<file path="config.mk">
export PLATFORM = sky130hd
export DESIGN_NAME = sap_alu_accumulator
export DESIGN_NICKNAME = d
export VERILOG_FILES = /design/src/rtl/sap_alu_accumulator.sv
export SDC_FILE = /design/constraint.sdc
export NUM_CORES = 1
export LEC_CHECK = 0
export CAP_MARGIN = 20
export CORE_MARGIN = 3
export CORE_UTILIZATION = 65
export CTS_BUF_LIST = sky130_fd_sc_hd__clkbuf_4 sky130_fd_sc_hd__clkbuf_8
export DETAILED_ROUTE_END_ITERATION = 8
export DONT_BUFFER_PORTS = 1
export GPL_ROUTABILITY_DRIVEN = 0
export PLACE_DENSITY = 0.88
export RECOVER_POWER = 25
export SETUP_SLACK_MARGIN = 0.5
export SYNTH_ARGS = -nofsm -noshare
export SYNTH_HDL_FRONTEND = slang
export SYNTH_SLANG_ARGS = --single-unit
</file>
<file path="constraint.sdc">
create_clock -name clk -period 2.7 [get_ports clk]
set_input_delay 0.54 -clock clk [delete_from_list [all_inputs] [get_ports clk]]
set_output_delay 0.54 -clock clk [all_outputs]
set_load 0.005 [all_outputs]
</file>
<file path="src/rtl/sap_alu_accumulator.sv">
// SAP accumulator with add/subtract ALU and C/Z/V flags.
// Commands and results move over two independent valid/ready handshakes.
module sap_alu_accumulator #(
    parameter int              WIDTH     = 8,
    parameter logic [WIDTH-1:0] RESET_VAL = '0
) (
    input  logic             clk,
    input  logic             rst,
    input  logic [WIDTH-1:0] b_data,
    input  logic [WIDTH-1:0] bus_in,
    input  logic             cmd_valid,
    input  logic [1:0]       cmd_op,
    output logic             cmd_ready,
    output logic             out_valid,
    input  logic             out_ready,
    output logic [WIDTH-1:0] result,
    output logic [WIDTH-1:0] acc,
    output logic             flag_c,
    output logic             flag_z,
    output logic             flag_v
);

    typedef enum logic [1:0] {
        S_IDLE = 2'b00,
        S_EXEC = 2'b01,
        S_HOLD = 2'b10
    } state_t;

    localparam logic [1:0] OP_LDA = 2'b00;
    localparam logic [1:0] OP_ADD = 2'b01;
    localparam logic [1:0] OP_SUB = 2'b10;
    localparam logic [1:0] OP_OUT = 2'b11;

    state_t           state_q, state_d;
    logic [1:0]       op_q, op_d;
    logic [WIDTH-1:0] ld_q, ld_d;
    logic [WIDTH-1:0] acc_q, acc_d;
    logic [WIDTH-1:0] result_q, result_d;
    logic             out_valid_q, out_valid_d;
    logic             c_q, c_d;
    logic             z_q, z_d;
    logic             v_q, v_d;

    logic             cmd_accept;
    logic             is_sub;
    logic [WIDTH-1:0] b_op;
    logic [WIDTH:0]   sum;
    logic [WIDTH-1:0] res;

    // State register and all datapath flops
    always_ff @(posedge clk) begin
        if (rst) begin
            state_q     <= S_IDLE;
            op_q        <= OP_LDA;
            ld_q        <= '0;
            acc_q       <= RESET_VAL;
            result_q    <= '0;
            out_valid_q <= 1'b0;
            c_q         <= 1'b0;
            z_q         <= (RESET_VAL == '0);
            v_q         <= 1'b0;
        end else begin
            state_q     <= state_d;
            op_q        <= op_d;
            ld_q        <= ld_d;
            acc_q       <= acc_d;
            result_q    <= result_d;
            out_valid_q <= out_valid_d;
            c_q         <= c_d;
            z_q         <= z_d;
            v_q         <= v_d;
        end
    end

    // Next-state logic
    always_comb begin
        state_d = state_q;
        unique case (state_q)
            S_IDLE: begin
                if (cmd_accept) begin
                    state_d = (cmd_op == OP_OUT) ? S_HOLD : S_EXEC;
                end
            end
            S_EXEC: state_d = S_IDLE;
            S_HOLD: begin
                if (out_ready) begin
                    state_d = S_IDLE;
                end
            end
            default: state_d = S_IDLE;
        endcase
    end

    // Handshake outputs; ready is masked while reset is asserted
    always_comb begin
        cmd_ready  = (state_q == S_IDLE) && !rst;
        cmd_accept = cmd_valid && cmd_ready;
        out_valid  = out_valid_q;
        result     = result_q;
        acc        = acc_q;
        flag_c     = c_q;
        flag_z     = z_q;
        flag_v     = v_q;
    end

    // Subtraction is A + ~B + 1, so carry out means no borrow
    always_comb begin
        is_sub = (op_q == OP_SUB);
        b_op   = is_sub ? ~b_data : b_data;
        sum    = {1'b0, acc_q} + {1'b0, b_op} + {{WIDTH{1'b0}}, is_sub};
        res    = sum[WIDTH-1:0];
    end

    always_comb begin
        op_d        = op_q;
        ld_d        = ld_q;
        acc_d       = acc_q;
        result_d    = result_q;
        out_valid_d = out_valid_q;
        c_d         = c_q;
        z_d         = z_q;
        v_d         = v_q;

        if (cmd_accept) begin
            op_d = cmd_op;
            ld_d = bus_in;
            if (cmd_op == OP_OUT) begin
                result_d    = acc_q;
                out_valid_d = 1'b1;
            end
        end

        if (state_q == S_EXEC) begin
            if (op_q == OP_LDA) begin
                acc_d = ld_q;
                z_d   = (ld_q == '0);
            end else if (op_q == OP_ADD || op_q == OP_SUB) begin
                acc_d = res;
                c_d   = sum[WIDTH];
                z_d   = (res == '0);
                v_d   = (acc_q[WIDTH-1] == b_op[WIDTH-1]) &&
                        (res[WIDTH-1] != acc_q[WIDTH-1]);
            end
        end

        if (state_q == S_HOLD && out_ready) begin
            out_valid_d = 1'b0;
        end
    end

endmodule

</file>
==> impl_metrics.ini, run 1 <==
[route]
drt-wirelength-per-cell_um = 22.5
vias = 1886
routed_wirelength_mm = 5.95
drtIter0Drc = 257
viasPerCell = 7.14
drtPass1Iterations = 5
ant_nets = 0
drc = 0

[floorplan]
fp.dieArea_um2 = 3470
fp.dieH_um = 58.9
start_util_pct = 71.0
num_rows = 18
ios = 43
core_area_um2 = 2570
die_x_um = 58.9

[yosys]
syn_area_um2 = 1820
syn_avg_cell_area_um2 = 8.13
ys.flop_type = dfxtp_1
ys_seq_elements = 32
yosysWarnings = 0
async_flop_share_pct = 0
yosysSeqAreaShare_pct = 35.2
synth_nets = 259
synthXorXnorAreaFrac_pct = 5.29
synth_area_leaders = dfxtp_1 35%, nand2_1 9.3%, ha_1 8.2%
syn-instance-count = 224
yosys.area_share.simple_pct = 22.3
synth_top_family_by_area = simple AND/OR/NAND/NOR gates
synth_mux_area_share_pct = 2.95
synth-compound-area-share_pct = 19.8
yosysUniqueCellTypes = 47
synth-edff-count = 0
yosys.area.top_type_share_pct = 35.2
synthAdderAreaFrac_pct = 9.34
synth_top_area_cell = dfxtp_1

[sta]
hold_viol = 0
setup_viol = 0
tightest_slew_ns = 0.626
rsz0062_at_grt = yes
clock_skew_ns = 0.0108
relSlewSlack_pct = 58.1
min_period_ns = 2.53
timing.final.crit_share_pct = 93.7
whs_ns = 0.275
drv_slew = 0
tns_ns = 0
finalWorstSetupSlack_ns = 0.170
fmax_mhz = 395

[layout]
area_growth_syn_to_layout_pct = 20.8
drive_above_1_share_pct = 23.1
num_antenna_cells = 0
final_cell_count_no_fill = 264
layout.nets = 269
fin_area_um2 = 2200

[pwr]
vdd_drop_max_mv = 0.506
seqPwrFrac_pct = 47.5
p_leak_nw = 0.796
pwr-share-clk_pct = 24.1
netSwitchingFraction_pct = 33.2
comb_power_share_pct = 28.5
p_int_mw = 0.728
switching_power_mw = 0.361
power_density_nw_per_um2 = 495

[global_route]
antenna_found_initial = 0
grt_pass1_vias = 1656
grt_pass1_wl_mm = 7.72
grt-ovfl-total = 0
grt_max_degree = 35
globalRouteTotalUtil_pct = 29.3

[worst_setup_path]
regToRegEndpoint = acc[7]
worstRegToRegCells = 11
crit_start = op_q[0]
crit_fanout = 6
worstSetupPathType = reg -> reg
crit_required_ns = 2.96
critPathLaunchType = flop
cp_data_arrival_time_ns = 2.79
critPathCaptureType = flop
reg2reg_from = op_q[0]
cp-endpoint = acc[7]
r2r_setup_slack_ns = 0.17

[place]
portBuffers = 0
dpl_cell_area_um2 = 1850
place_inst = 244
dp_slack_ns = 0.0977
hpwlAfterDp_mm = 3.27

[cts]
ctsHtreeMaxLevel = 2
root_buffer = clkbuf_4
clock_latency_ns = 0.33
clock-sinks = 32
cts_buffers = 5
clk_pin_slew_ns = 0.09
cts_buffer_depth = 2
cts_tree = built

[flow_run]
cap_violations = 0

[run_status]
status = finished clean

[worst_hold_path]
hold_start = rst
worst_hold_path_type = in -> reg
-- layout make-up --
| class | count | area, um2 |
|---|---|---|
| Multi-Input combinational cell | 170 | 1300 |
| Sequential cell | 32 | 646 |
| Fill cell | 140 | 367 |
| Timing Repair Buffer | 14 | 125 |
| Clock buffer | 6 | 45.0 |
| Inverter | 11 | 41.3 |
| Tap cell | 30 | 37.5 |
| Clock inverter | 1 | 5.00 |
-- layout by cell type, fill, tap and decap left out, types with 2 or more instances in the layout --
cell and instances:
nand2_1 45, dfxtp_1 30, a21oi_1 24, nor2_1 13
buf_4 11, inv_1 9, ha_1 6, clkbuf_4 6
xor2_1 5, nor3_1 5, ha_4 5, mux2i_1 4
xor2_4 3, nand4_1 3, o21ai_1 3, o21ai_0 3
a211oi_1 3, inv_2 2, xor2_2 2, nand3_1 2
a21oi_2 2, nand3b_1 2, nor3_2 2, a311oi_1 2
o21a_1 2, nor2b_1 2, o2111ai_1 2, buf_6 2
-- timing repair --
action | 4_1_cts | 5_1_grt
endpoints found under the setup margin | 8 | 8
setup buffers | 8 | 5
gates cloned | 0 | 0
pin swaps | 18 | 16
hold buffers | 0 | 0
gates resized for setup | 14 | 21
-- metrics by stage --
| stage | power (mW) | utilization (%) |
|---|---|---|
| after floorplan | 0.692 | - |
| after global placement | 0.715 | 71.9 |
| after detailed placement | 0.731 | 71.9 |
| after CTS | 1.00 | 78.4 |
| after global routing | 1.14 | 85.7 |
| final | 1.09 | 85.7 |
-- power by group through the flow --
| stage | clock, mW | sequential (mW) | combinational, mW |
|---|---|---|---|
| floorplan | 0 | 0.516 | 0.176 |
| global placement | 0 | 0.523 | 0.192 |
| detailed placement | 0 | 0.525 | 0.206 |
| CTS | 0.257 | 0.513 | 0.234 |
| global route | 0.285 | 0.519 | 0.334 |
| finish | 0.262 | 0.517 | 0.310 |
-- worst min-delay path by stage --
stage                         end  slack, ns  depth (start not counted)
final                     ld_q[3]       0.27                          1
after detailed placement  ld_q[1]       0.45                          2
after global routing      op_q[0]       0.24                          1
after global placement    ld_q[1]       0.44                          2
after floorplan           ld_q[1]       0.44                          2
after CTS                 op_q[0]       0.27                          1
-- sequential cells by signal (all words and copies together) (netlist names) --
signal	count
out_valid	1
acc	8
result	8
flag_v	1
flag_z	1
flag_c	1
ld_q	8
state_q	2
op_q	2
-- worst max-delay path, cell delays in order (launching register included) --
cell and delay (ns):
dfxtp_2 0.36, inv_2 0.05, ha_4 0.20, buf_12 0.15
xor2_2 0.16, ha_4 0.33, nand4_1 0.21, o22ai_2 0.22
mux2i_1 0.13, buf_4 0.15, o311a_1 0.34, nor3_2 0.14
-- cell usage after synthesis, drive strengths merged, types with 3 or more instances --
| master | n |
|---|---|
| a211oi | 3 |
| ha | 12 |
| mux2i | 5 |
| a21oi | 27 |
| o21ai | 7 |
| nand2 | 45 |
| nor2 | 14 |
| nor3 | 7 |
| xor2 | 10 |
| nand4 | 3 |
| buf | 4 |
| clkbuf | 7 |
| inv | 11 |
| a311oi | 3 |
| dfxtp | 32 |
-- cell families after synthesis --
group / after synthesis
AOI/OAI and AO/OA: 56
xor gates and xnor gates: 11
adders and majority gates: 13
buffers and inverters: 22
DFF: 32
muxes: 5
and+or+nand+nor: 85
-- layer usage --
layer  GRT usage, %  part of all wire (%)
met4           12.6                   6.6
met3           8.11                    10
met2           50.3                    50
met5              0                     0
met1           33.7                    34
Note: power is estimated with default switching activity, not from simulation.
==> run 2: changes to the inputs <==
BUFFER_PORTS_ARGS = -buffer_cell sky130_fd_sc_hd__buf_4   (was unset)
CORE_UTILIZATION = 25   (was 65)
DONT_BUFFER_PORTS = unset   (was 1)
PLACE_DENSITY = 0.5   (was 0.88)
RECOVER_POWER = unset   (was 25)
==> run 2 against run 1 <==
Net effect:
- first-iteration DRC count decreased by 81%
- cell count increased by 41%
- critical path depth decreased by 1
- register-to-register slack improved by 0.11 ns
- utilization decreased by 50 points
- critical path type unchanged
==> impl_metrics.ini, run 2 (same netlist as run 1, synthesis figures left out) <==
[sta]
rsz0062_at_grt = yes
clock_skew_ns = 0.00732
hold_viol = 0
relSlewSlack_pct = 63.1
min_period_ns = 2.42
tns_ns = 0
tightest_slew_ns = 0.550
setup_viol = 0
timing.final.crit_share_pct = 89.7
drv_slew = 0
fmax_mhz = 413

[pwr]
power_mw = 1.22
comb_power_share_pct = 25.1
netSwitchingFraction_pct = 29.2
seqPwrFrac_pct = 42.1
pwr-share-clk_pct = 32.8
p_int_mw = 0.862
vdd_drop_max_mv = 0.188
switching_power_mw = 0.356
power_density_nw_per_um2 = 487
p_leak_nw = 1.01

[global_route]
grt_use_met2_pct = 20.2
antenna_found_initial = 0
use_met3_pct = 3.23
busiest_layer = met2
grt-ovfl-total = 0
globalRouteTotalUtil_pct = 12.2
grt_pass1_vias = 1713
grt_pass1_wl_mm = 8.20
use_met1_pct = 15.3
grt_max_degree = 35

[route]
drc = 0
drtPass1Iterations = 5
drt-wirelength-per-cell_um = 13.6
ant_nets = 0
drtIter0Drc = 50
vias = 1721
viasPerCell = 4.64
routed_wirelength_mm = 5.03

[worst_setup_path]
worstRegToRegCells = 10
worstPathBufferInverterCount = 2
cp_top_family = compound AO/OA/AOI/OAI gates
slowest_delay_ns = 0.36
r2r_setup_slack_ns = 0.28
crit_required_ns = 2.87
crit_path_top_delay_cell = ha_1
cp_data_arrival_time_ns = 2.59
path_cells = inv_2, ha_4, xor2_1, ha_1, and3b_2, o21a_1, buf_4, o41ai_4, nor2_1, a311o_1
regToRegEndpoint = flag_z
crit_fanout = 8
cp.depth = 10
worstSetupPathType = reg -> reg
reg2reg_from = op_q[0]
critPathCaptureType = flop
critPathLaunchType = flop

[layout]
num_antenna_cells = 0
fin_area_um2 = 2500
area_growth_syn_to_layout_pct = 37.2
final_common_cell = buf_4
layout_common_cells = 55 x buf_4, 45 x nand2_1, 30 x dfxtp_1
drive_above_1_share_pct = 30.5
fin_util_pct = 36.0
layout.nets = 310

[floorplan]
start_util_pct = 26.2
core_area_um2 = 6940
die_x_um = 91.4
ios = 43
num_rows = 30
fp.dieArea_um2 = 8350
fp.dieH_um = 91.4

[cts]
clock-sinks = 32
ctsHtreeMaxLevel = 2
cts_buffer_depth = 2
clock_latency_ns = 0.28
hold_buffers = 0
cts_tree = built
clk_pin_slew_ns = 0.07
root_buffer = clkbuf_8
cts_buffers = 5

[flow_run]
cap_violations = 0

[worst_hold_path]
worst_hold_path_type = in -> reg
hold_start = out_ready
holdPathStages = 2
holdPathEnd = state_q[1]

[place]
dpl_cell_area_um2 = 2250
hpwlAfterDp_mm = 3.71
portBuffers = 42

[run_status]
status = finished clean
==> run 2: worst max-delay path by stage <==
| stage | start | end | slack [ns] |
|---|---|---|---|
| final | op_q[0] | flag_z | 0.28 |
| after global routing | op_q[0] | acc[6] | 0.20 |
| after CTS | op_q[0] | flag_z | 0.33 |
| after detailed placement | b_data[2] | flag_z | 0.26 |
| after global placement | b_data[4] | flag_z | 0.23 |
| after floorplan | op_q[0] | flag_z | 0.37 |
==> run 2: final cells by class <==
class | instances | area (um2)
fill | 753 | 4440
sequential | 32 | 646
multi-input combinational | 170 | 1180
clock buffer | 7 | 96.3
inverter | 11 | 41.3
timing repair buffer | 55 | 413
tap | 96 | 120
==> run 2: timing repair <==
action | 4_1_cts | 5_1_grt
cloned | 0 | 0
gates resized for setup | 9 | 5
buffers inserted | 7 | 4
pin swaps | 12 | 12
setup endpoints to repair | 8 | 8
==> run 2: per-layer routing <==
metal,share of wire [%],vias to the layer above
met5,0,-
met4,1.1,0
met3,4.7,7
met2,46,37
met1,48,792
li1,-,885
==> run 2: worst reg2reg max path, stage by stage (launching register included) <==
cell     delay [ns]
dfxtp_2        0.35
inv_2          0.05
ha_4           0.22
xor2_1         0.18
ha_1           0.36
and3b_2        0.24
o21a_1         0.21
buf_4          0.14
o41ai_4        0.22
nor2_1         0.07
a311o_1        0.26
==> run 2: power by group through the flow <==
stage	Clock [mW]	Sequential, mW	Combinational, mW
after detailed placement	0	0.524	0.259
final	0.399	0.513	0.305
after floorplan	0	0.516	0.176
after CTS	0.410	0.513	0.285
after global routing	0.430	0.516	0.336
after global placement	0	0.523	0.260
==> run 2: metrics by stage <==
step | worst slack [ns] | cells | hold slack [ns]
3_3_place_gp | 0.229 | 353 | 0.445
3_5_place_dp | 0.257 | 353 | 0.449
6_report | 0.279 | 371 | 0.446
5_1_grt | 0.199 | 371 | 0.459
4_1_cts | 0.327 | 367 | 0.443
2_1_floorplan | 0.368 | 224 | 0.436
